File: src/rtl/ce_window_mc_if.sv
// Avalon-ST style sample stream carrying NCH packed complex channels plus frame length.
interface ce_window_mc_if #(
    parameter int wDataInOut = 24,
    parameter int NCH        = 2,
    parameter int wPts       = 12
);
    logic                        valid;
    logic                        ready;
    logic                        sop;
    logic                        eop;
    logic [1:0]                  error;
    logic [NCH*wDataInOut-1:0]   data_real;
    logic [NCH*wDataInOut-1:0]   data_imag;
    logic [wPts-1:0]             fftpts;

    modport master (
        output valid, sop, eop, error, data_real, data_imag, fftpts,
        input  ready
    );

    modport slave (
        input  valid, sop, eop, error, data_real, data_imag, fftpts,
        output ready
    );
endinterface

File: src/rtl/ce_window_mc.sv
// Multi-channel DCT-domain window: unity gain for the first keep bins, linear taper, then zero.
// Define CE_WINDOW_ERRCNT_EN to build the saturating framing-error counter on err_cnt.
module ce_window_mc #(
    parameter int wDataInOut = 24,
    parameter int NCH        = 2,
    parameter int wGain      = 16,
    parameter int wPts       = 12
) (
    input  logic            clk,
    input  logic            rst_n_sync,
    ce_window_mc_if.slave   sink,
    ce_window_mc_if.master  source,
    input  logic [wPts-1:0] cfg_keep,
    input  logic [3:0]      cfg_taper_log2,
    output logic [15:0]     err_cnt
);
    localparam int wBus  = NCH * wDataInOut;
    localparam int wWide = ((wPts > wGain) ? wPts : wGain) + wGain + 1;
    localparam int wProd = wDataInOut + wGain + 1;
    localparam logic [wGain-1:0]        UNITY = {1'b1, {(wGain-1){1'b0}}};
    localparam logic signed [wProd-1:0] RND   = wProd'(1) << (wGain-2);

    typedef enum logic {IDLE, FRAME} state_t;

    state_t          state, state_nxt;
    logic [wPts-1:0] k, k_nxt, n_reg, keep_reg;
    logic [3:0]      tlog_reg;
    logic            en, acc, take, last, frame_err;
    logic [wPts-1:0] eff_k, eff_n, eff_keep;
    logic [3:0]      eff_tlog;
    logic [wWide-1:0] k_w, keep_w, end_w, dist_w;
    logic [wGain-1:0] gain;

    logic             s1_valid, s1_sop, s1_eop;
    logic [1:0]       s1_err;
    logic [wPts-1:0]  s1_n;
    logic [wGain-1:0] s1_gain;
    logic [wBus-1:0]  s1_real, s1_imag, y_real, y_imag;

    assign en         = !source.valid || source.ready;
    assign sink.ready = en;
    assign acc        = sink.valid && en;

    // A sop beat uses the config presented with it, not the previous frame's.
    assign eff_k    = sink.sop ? '0 : k;
    assign eff_n    = sink.sop ? sink.fftpts : n_reg;
    assign eff_keep = sink.sop ? cfg_keep : keep_reg;
    assign eff_tlog = sink.sop ? cfg_taper_log2 : tlog_reg;

    assign last      = (eff_k == eff_n - wPts'(1));
    assign frame_err = (sink.sop && state == FRAME) || (sink.eop != last);
    assign take      = acc && (sink.sop || state == FRAME);

    always_comb begin
        // NOTE: every output of a combinational block gets a default first so no path leaves it unassigned and infers a latch.
        k_w    = wWide'(eff_k);
        keep_w = wWide'(eff_keep);
        end_w  = keep_w + (wWide'(1) << eff_tlog);
        dist_w = end_w - k_w;
        gain   = '0;
        if (k_w < keep_w)
            gain = UNITY;
        else if (k_w < end_w)
            gain = wGain'((dist_w << (wGain-1)) >> eff_tlog);
    end

    always_comb begin
        state_nxt = state;
        k_nxt     = k;
        if (take) begin
            if (sink.eop || last) begin
                state_nxt = IDLE;
                k_nxt     = '0;
            end else begin
                state_nxt = FRAME;
                k_nxt     = eff_k + wPts'(1);
            end
        end
    end

    // NOTE: sequential state is updated with non-blocking assignments so every register samples pre-edge values.
    always_ff @(posedge clk or negedge rst_n_sync) begin
        if (!rst_n_sync) begin
            state <= IDLE;
            k     <= '0;
        end else begin
            state <= state_nxt;
            k     <= k_nxt;
        end
    end

    always_ff @(posedge clk or negedge rst_n_sync) begin
        if (!rst_n_sync) begin
            n_reg    <= '0;
            keep_reg <= '0;
            tlog_reg <= '0;
        end else if (take && sink.sop) begin
            n_reg    <= sink.fftpts;
            keep_reg <= cfg_keep;
            tlog_reg <= cfg_taper_log2;
        end
    end

    // NOTE: datapath registers are reset too, so a mid-frame reset leaves nothing stale to leak out.
    always_ff @(posedge clk or negedge rst_n_sync) begin
        if (!rst_n_sync) begin
            s1_valid <= 1'b0;
            s1_sop   <= 1'b0;
            s1_eop   <= 1'b0;
            s1_err   <= '0;
            s1_n     <= '0;
            s1_gain  <= '0;
            s1_real  <= '0;
            s1_imag  <= '0;
        end else if (en) begin
            s1_valid <= take;
            if (take) begin
                s1_sop  <= sink.sop;
                s1_eop  <= sink.eop;
                s1_err  <= {sink.error[1] | sink.error[0], frame_err};
                s1_n    <= eff_n;
                s1_gain <= gain;
                s1_real <= sink.data_real;
                s1_imag <= sink.data_imag;
            end
        end
    end

    for (genvar c = 0; c < NCH; c++) begin : g_ch
        logic signed [wProd-1:0] p_re, p_im;
        assign p_re = wProd'($signed(s1_real[c*wDataInOut +: wDataInOut])) * wProd'($signed({1'b0, s1_gain}));
        assign p_im = wProd'($signed(s1_imag[c*wDataInOut +: wDataInOut])) * wProd'($signed({1'b0, s1_gain}));
        // Gain never exceeds unity, so the rounded result always fits the sample width.
        assign y_real[c*wDataInOut +: wDataInOut] = wDataInOut'((p_re + RND) >>> (wGain-1));
        assign y_imag[c*wDataInOut +: wDataInOut] = wDataInOut'((p_im + RND) >>> (wGain-1));
    end

    always_ff @(posedge clk or negedge rst_n_sync) begin
        if (!rst_n_sync) begin
            source.valid     <= 1'b0;
            source.sop       <= 1'b0;
            source.eop       <= 1'b0;
            source.error     <= '0;
            source.data_real <= '0;
            source.data_imag <= '0;
            source.fftpts    <= '0;
        end else if (en) begin
            source.valid <= s1_valid;
            if (s1_valid) begin
                source.sop       <= s1_sop;
                source.eop       <= s1_eop;
                source.error     <= s1_err;
                source.data_real <= y_real;
                source.data_imag <= y_imag;
                if (s1_sop)
                    source.fftpts <= s1_n;
            end
        end
    end

`ifdef CE_WINDOW_ERRCNT_EN
    always_ff @(posedge clk or negedge rst_n_sync) begin
        if (!rst_n_sync)
            err_cnt <= '0;
        else if (take && frame_err && err_cnt != 16'hFFFF)
            err_cnt <= err_cnt + 16'd1;
    end
`else
    assign err_cnt = '0;
`endif
endmodule
File: src/flat_wrapper.sv
// flat-port wrapper written by rule: the top's interface ports become plain ports
module ce_window_mc_flat 
#(
    parameter int wDataInOut = 24,
    parameter int NCH        = 2,
    parameter int wGain      = 16,
    parameter int wPts       = 12
)
  (clk, rst_n_sync, cfg_keep, cfg_taper_log2, err_cnt, sink_valid, sink_sop, sink_eop, sink_error, sink_data_real, sink_data_imag, sink_fftpts, sink_ready, source_valid, source_sop, source_eop, source_error, source_data_real, source_data_imag, source_fftpts, source_ready);
  ce_window_mc_if #(.wDataInOut(wDataInOut), .NCH(NCH), .wPts(wPts)) sink_i ();
  ce_window_mc_if #(.wDataInOut(wDataInOut), .NCH(NCH), .wPts(wPts)) source_i ();
  input  logic clk;
  input  logic rst_n_sync;
  input  logic [wPts-1:0] cfg_keep;
  input  logic [3:0] cfg_taper_log2;
  output logic [15:0] err_cnt;
  input wire logic [$bits(sink_i.valid)-1:0] sink_valid;
  input wire logic [$bits(sink_i.sop)-1:0] sink_sop;
  input wire logic [$bits(sink_i.eop)-1:0] sink_eop;
  input wire logic [$bits(sink_i.error)-1:0] sink_error;
  input wire logic [$bits(sink_i.data_real)-1:0] sink_data_real;
  input wire logic [$bits(sink_i.data_imag)-1:0] sink_data_imag;
  input wire logic [$bits(sink_i.fftpts)-1:0] sink_fftpts;
  output wire logic [$bits(sink_i.ready)-1:0] sink_ready;
  output wire logic [$bits(source_i.valid)-1:0] source_valid;
  output wire logic [$bits(source_i.sop)-1:0] source_sop;
  output wire logic [$bits(source_i.eop)-1:0] source_eop;
  output wire logic [$bits(source_i.error)-1:0] source_error;
  output wire logic [$bits(source_i.data_real)-1:0] source_data_real;
  output wire logic [$bits(source_i.data_imag)-1:0] source_data_imag;
  output wire logic [$bits(source_i.fftpts)-1:0] source_fftpts;
  input wire logic [$bits(source_i.ready)-1:0] source_ready;
  assign sink_i.valid = sink_valid;
  assign sink_i.sop = sink_sop;
  assign sink_i.eop = sink_eop;
  assign sink_i.error = sink_error;
  assign sink_i.data_real = sink_data_real;
  assign sink_i.data_imag = sink_data_imag;
  assign sink_i.fftpts = sink_fftpts;
  assign sink_ready = sink_i.ready;
  assign source_valid = source_i.valid;
  assign source_sop = source_i.sop;
  assign source_eop = source_i.eop;
  assign source_error = source_i.error;
  assign source_data_real = source_i.data_real;
  assign source_data_imag = source_i.data_imag;
  assign source_fftpts = source_i.fftpts;
  assign source_i.ready = source_ready;
  ce_window_mc #(.wDataInOut(wDataInOut), .NCH(NCH), .wGain(wGain), .wPts(wPts)) u_core (.clk(clk), .rst_n_sync(rst_n_sync), .sink(sink_i), .source(source_i), .cfg_keep(cfg_keep), .cfg_taper_log2(cfg_taper_log2), .err_cnt(err_cnt));
endmodule
File: config.mk
export PLATFORM = sky130hd
export DESIGN_NAME = ce_window_mc_flat
export DESIGN_NICKNAME = d
export VERILOG_FILES = /design/src/rtl/ce_window_mc_if.sv /design/src/rtl/ce_window_mc.sv /design/src/flat_wrapper.sv
export SDC_FILE = /design/constraint.sdc
export NUM_CORES = 2
export LEC_CHECK = 0
export ABC_AREA = 1
export ABC_CLOCK_PERIOD_IN_PS = 8109
export CAP_MARGIN = 15
export CORE_MARGIN = 8
export CORE_UTILIZATION = 40
export CTS_CLUSTER_DIAMETER = 80
export DETAILED_ROUTE_END_ITERATION = 7
export REMOVE_ABC_BUFFERS = 1
export SETUP_SLACK_MARGIN = 0.3
export SLEW_MARGIN = 20
export SYNTH_ARGS = -nofsm -noshare
export SYNTH_HDL_FRONTEND = slang
export SYNTH_SLANG_ARGS = --single-unit
File: constraint.sdc
create_clock -name clk -period 8.11 [get_ports clk]
set_input_delay 2.433 -clock clk [delete_from_list [all_inputs] [get_ports clk]]
set_output_delay 2.433 -clock clk [all_outputs]
set_load 0.01 [all_outputs]
# After elaboration in Yosys (flattened, before gate mapping)
# Cells that the tools add are included.
[totals] register_bits=283 out_inout_bits=130
[classes] addsub=8 multipliers=4 magnitude_cmp=2 eq_ne=2 shifts=2 muxes=8 bitwise_logic=1 n_reduce_logical=12
[op_table] cell="$add 39x16->39 const B" count=4
[op_table] cell="$mul 24x17->39" count=4
[op_table] cell="$mux 12" count=4
[op_table] cell="$add 12x33->33" count=1
[op_table] cell="$lt 12x33->1" count=1
[op_table] cell="$shl 1x4->33 const A" count=1
[op_table] cell="$shr 33x4->16" count=1
[op_table] cell="$mux 16" count=2
[op_table] cell="$sub 18x12->18" count=1
[op_table] cell="$add 12x1->12 const B" count=1
[op_table] cell="$eq 12x12->1" count=1
[op_table] cell="$lt 12x12->1" count=1
[op_table] cell="$sub 12x1->12 const B" count=1
[op_table] cell="$logic_and 1x1->1" count=4
[op_table] cell="$logic_or 1x1->1" count=4
[op_table] cell="$mux 4" count=1
[op_table] cell="$reduce_and 2->1" count=2
[op_table] cell="$reduce_and 3->1" count=1
[op_table] cell="$logic_not 1->1" count=1
[op_table] cell="$mux 1" count=1
[op_table] cell="$ne 1x1->1" count=1
[op_table] cell="$or 1x1->1" count=1

# Longest topological paths before layout
[depth] ltp_word=7 ltp_mapped=34 ltp_nobuf=32

# Least setup slack after synthesis
# Ideal clock, no wire load.
[synth_timing] path_type="input to register" start="input port sink_sop" end="register u_core.s1_gain[12]" arrival_time_ps=6290 required_ps=7986 setup_slack_ps=1696 cell_stages=32 path_buffers=3 cell_sequence="buf_6 -> nand2_1 -> nand2_1 -> buf_2 -> inv_1 -> clkbuf_1 -> nand3_1 -> nor2_1 -> ha_1 -> inv_1 -> fa_1 -> inv_1 -> nand3_1 -> nand2_1 -> a21oi_1 -> o21bai_1 -> xor2_1 -> inv_1 -> ha_1 -> inv_1 -> nor3_1 -> nand3_1 -> inv_1 -> nor2_1 -> nand2_1 -> nand2_1 -> o21ai_1 -> nand2_1 -> nand3_1 -> nand3_1 -> o211ai_1 -> nand2_1"
[synth_between] elab_chain_len=7
[synth_lines] element="from (decl)" line="flat_wrapper.sv:18" text="input wire logic [$bits(sink_i.sop)-1:0] sink_sop;"
[synth_lines] element="$mux 4" line="ce_window_mc.sv:48" text="assign eff_tlog = sink.sop ? cfg_taper_log2 : tlog_reg;"
[synth_lines] element="$shl 1x4->33" line="ce_window_mc.sv:58" text="end_w = keep_w + (wWide'(1) << eff_tlog);"
[synth_lines] element="$add 12x33->33" line="ce_window_mc.sv:58"
[synth_lines] element="$sub 18x12->18" line="ce_window_mc.sv:59" text="dist_w = end_w - k_w;"
[synth_lines] element="$shr 33x4->16" line="ce_window_mc.sv:64" text="gain = wGain'((dist_w << (wGain-1)) >> eff_tlog);"
[synth_lines] element="$mux 16" line="ce_window_mc.sv:63" text="else if (k_w < end_w)"
[synth_lines] element="$mux 16" line="ce_window_mc.sv:61" text="if (k_w < keep_w)"
[synth_lines] element="to (signal assigned)" line="ce_window_mc.sv:122" text="s1_gain <= gain;"
[synth_lines] element="to (decl)" line="ce_window_mc.sv:37" text="logic [wGain-1:0] s1_gain;"
# Several ways; a longest one is shown, not always the timed one.
# A chain may end at the register's enable or synchronous reset.

# Worst setup path in the final report
[layout_timing] start="register u_core.s1_gain[9]" end="register u_core.source.data_imag[47]"
[layout_between] elab_chain_len=2
[layout_lines] element="$mul 24x17->39" line="ce_window_mc.sv:132" text="assign p_im = wProd'($signed(s1_imag[c*wDataInOut +: wDataInOut])) * wProd'($signed({1'b0, s1_gain}));"
[layout_lines] element="$add 39x16->39" line="ce_window_mc.sv:135" text="assign y_imag[c*wDataInOut +: wDataInOut] = wDataInOut'((p_im + RND) >>> (wGain-1));"
[layout_lines] element="to (signal assigned)" line="ce_window_mc.sv:154" text="source.data_imag <= y_imag;"
[layout_lines] element="to (decl)" line="ce_window_mc_if.sv:17" text="output valid, sop, eop, error, data_real, data_imag, fftpts,"
# Every way passes these cells.

==> impl_metrics.tcl <==
set metrics [dict create \
    ant_nets 0 \
    syn_area_um2 72400 \
    synthArstFlopShare_pct 100 \
    yosysWarnings 0 \
    clock_latency_ps 680 \
    rr_worst_depth 22 \
    fin_skew_ps 28.6 \
    placed_area_um2 77000 \
    whs_ps 471 \
    hold_depth 2 \
    wl_per_cell_um 17.2 \
    finalHoldViolCount 0 \
    grt.met2_usage_pct 37.9 \
    nFillCells 18300 \
    core_um2 180000 \
    pwr-share-clk_pct 22.0 \
    holdBufCountCts 0 \
    cts.path.max_buffers 3 \
    firstDrtPassIters 6 \
    status "finished, final reports clean" \
    worst_pin_slew_ps 1040 \
    seq_area_frac_synth_pct 9.78 \
    finalSetupViolations 0 \
    rsz0062_at_grt "no" \
    swShare_pct 48.6 \
    root_buffer "clkbuf_16" \
    busiest_layer "met2" \
    r2r-start "u_core.s1_gain[9]" \
    setup_ws_ps 1140 \
    io_pins 262 \
    max_slew_margin_pct 30.6 \
    gp_congestion 0.897 \
    yosys-top-cells-area "fa_1, inv_1, nand2_1, dfrtp_1, ha_1" \
    io_buffers 245 \
    power_density_nw_per_um2 125 \
    required_ps 8620 \
    crit_path_start "u_core.s1_gain[9]" \
    via_per_inst 4.75 \
    synth_ff_type "dfrtp_1" \
    avgSynthCellArea_um2 7.60 \
    critPathKind "reg -> reg" \
    dp.cells 11800 \
    multi_input_area_um2 52200 \
    fin_crit_sh_pct 85.9 \
    nets 11600 \
    die_h_um 441 \
    dp_hpwl_um 163000 \
    hold_path.class "reg -> reg" \
    leakage_nw 47.3 \
    use_met3_pct 2.51 \
    arrival_ps 7480 \
    rows 156 \
    hp-start "u_core.s1_sop" \
    clkSlewWorstSetupHoldPaths_ps 50 \
    post-route-min-period_ps 6970 \
    ir_worst_vdd_uv 155 \
    end_kind "flop" \
    fmax_ghz 0.144 \
    drc 0 \
    ys_ff_latch 283 \
    critPathMaxFanout 40 \
    final_cells 11900 \
    htreeDepth 2 \
    die-area_um2 195000 \
    synthCells 9525 \
    pre_cts_ws_ps 567 \
    antenna_found_initial 2 \
    cap_violations 0 \
    grt_max_degree 135 \
    p_int_mw 5.04 \
    use_met1_pct 27.7 \
    drt-initial-drc-count 3358 \
    area_growth_pct 8.68 \
    design_area_um2 78700 \
    die_w_um 441 \
    cts_setup_buffers 0 \
    p_seq_share_pct 30.4 \
    start_kind "flop" \
    share_comb_of_total_power_pct 47.5 \
    grt_usage_pct 21.5 \
    register_area_um2 7140 \
    synth_top_cell_by_area "fa_1" \
    grt_pass1_wl_um 333000 \
    initial_core_util_pct 40.1 \
    cts_tree "yes" \
    grt_pass1_vias 61300 \
    vias 56500 \
    layout-drive-gt1-share_pct 2.92 \
    slew_violations 0 \
    overflow 0 \
    ys_types 55 \
    post-route-util_pct 43.6 \
    synth-edff-count 0 \
    wirelength_um 204000 \
    clock_sinks 283 \
    p_switching_mw 4.77 \
    cts.repair.resized 0 \
    numCtsBuffers 46 \
    yosysTopAreaCellShare_pct 40.3 \
]
-- stage by stage --
step	power (mW)	TNS, ps
after CTS	9.99	0
after global routing	10.6	0
after detailed placement	7.72	0
after floorplan	5.27	-41300
final	9.81	0
after global placement	7.68	0
-- final timing paths --
kind | end | slack (ps)
max | u_core.source.data_imag[47] | 1140
min | u_core.s1_sop | 470
max reg2reg | u_core.source.data_imag[47] | 1140
max in group asynchronous | u_core.source.data_imag[6] | 5060
min in group asynchronous | u_core.s1_real[0] | 1730
min reg2reg | u_core.s1_sop | 470
-- critical path: stages (launching register included) --
cell and delay, ps:
dfrtp_4 960, buf_4 320, nand2_1 130, fa_1 720, inv_1 130, fa_1 500
inv_1 60, fa_1 530, inv_1 50, fa_1 450, fa_1 490, inv_1 50
fa_1 480, inv_1 40, ha_1 400, nand2_1 150, nor3_1 280, nand2_1 140
nor3_1 300, nand3b_1 160, o2111ai_1 200, xor2_1 170, o21ai_0 90
-- cell type report --
type	count	area share (%)
timing repair buffer	348	4.21
clock buffer	59	1.65
multi-input combinational	5757	66.3
clock inverter	25	0.447
sequential	283	9.08
tap	2370	3.77
antenna	4	0.0127
inverter	3048	14.5
-- cells by family after synthesis --
logic type / Yosys count / synth area share, %
xor+xnor: 126 / 1.52
simple gates: 3050 / 16.6
flops: 283 / 9.78
mux: 11 / 0.171
other cells: 1 / 0.00518
fa+ha+maj: 1960 / 49.0
buf+inv: 3500 / 18.3
compound gates: 594 / 4.70
-- cell usage after synthesis (all sizes together), types with 14 or more instances --
| master | n |
|---|---|
| a21o | 19 |
| clkbuf | 385 |
| o21a | 18 |
| nand2 | 2499 |
| dfrtp | 283 |
| o21bai | 21 |
| nand4 | 33 |
| xor2 | 61 |
| buf | 67 |
| inv | 3048 |
| fa | 1458 |
| a21oi | 177 |
| o21ai | 234 |
| a31oi | 56 |
| or2 | 40 |
| nor2 | 265 |
| ha | 502 |
| nor3 | 32 |
| o211ai | 14 |
| nand3 | 157 |
| xnor2 | 65 |
-- metal layers --
metal,vias up,wire (um)
met4,0,7010
met5,-,0
li1,26700,-
met2,1231,102000
met3,294,9300
met1,28300,86100
-- placed cells by master, fill, tap and decap left out, types with 14 or more instances in the layout --
master and count:
xor2_1 61, clkdlybuf4s50_1 243, dfrtp_1 267, nor2_1 257, clkbuf_16 47, o21bai_1 21
o21ai_0 217, nand4_1 33, a21o_1 19, o21a_1 18, inv_1 3042, conb_1 16
nand3_1 155, or2_2 37, buf_4 96, fa_1 1458, a21oi_1 176, a31oi_1 56
o211ai_1 14, nand2_1 2496, xnor2_1 65, nor3_1 31, ha_1 502, dfrtp_4 16
-- power by group through the flow --
stage	combinational (mW)	sequential, mW	clock, mW
6_report	4.66	2.99	2.16
5_1_grt	5.26	3.06	2.29
4_1_cts	4.76	2.98	2.25
3_5_place_dp	4.72	3.00	0
3_3_place_gp	4.69	2.99	0
2_1_floorplan	2.62	2.65	0
No activity file was read; power rests on OpenSTA's default activity.
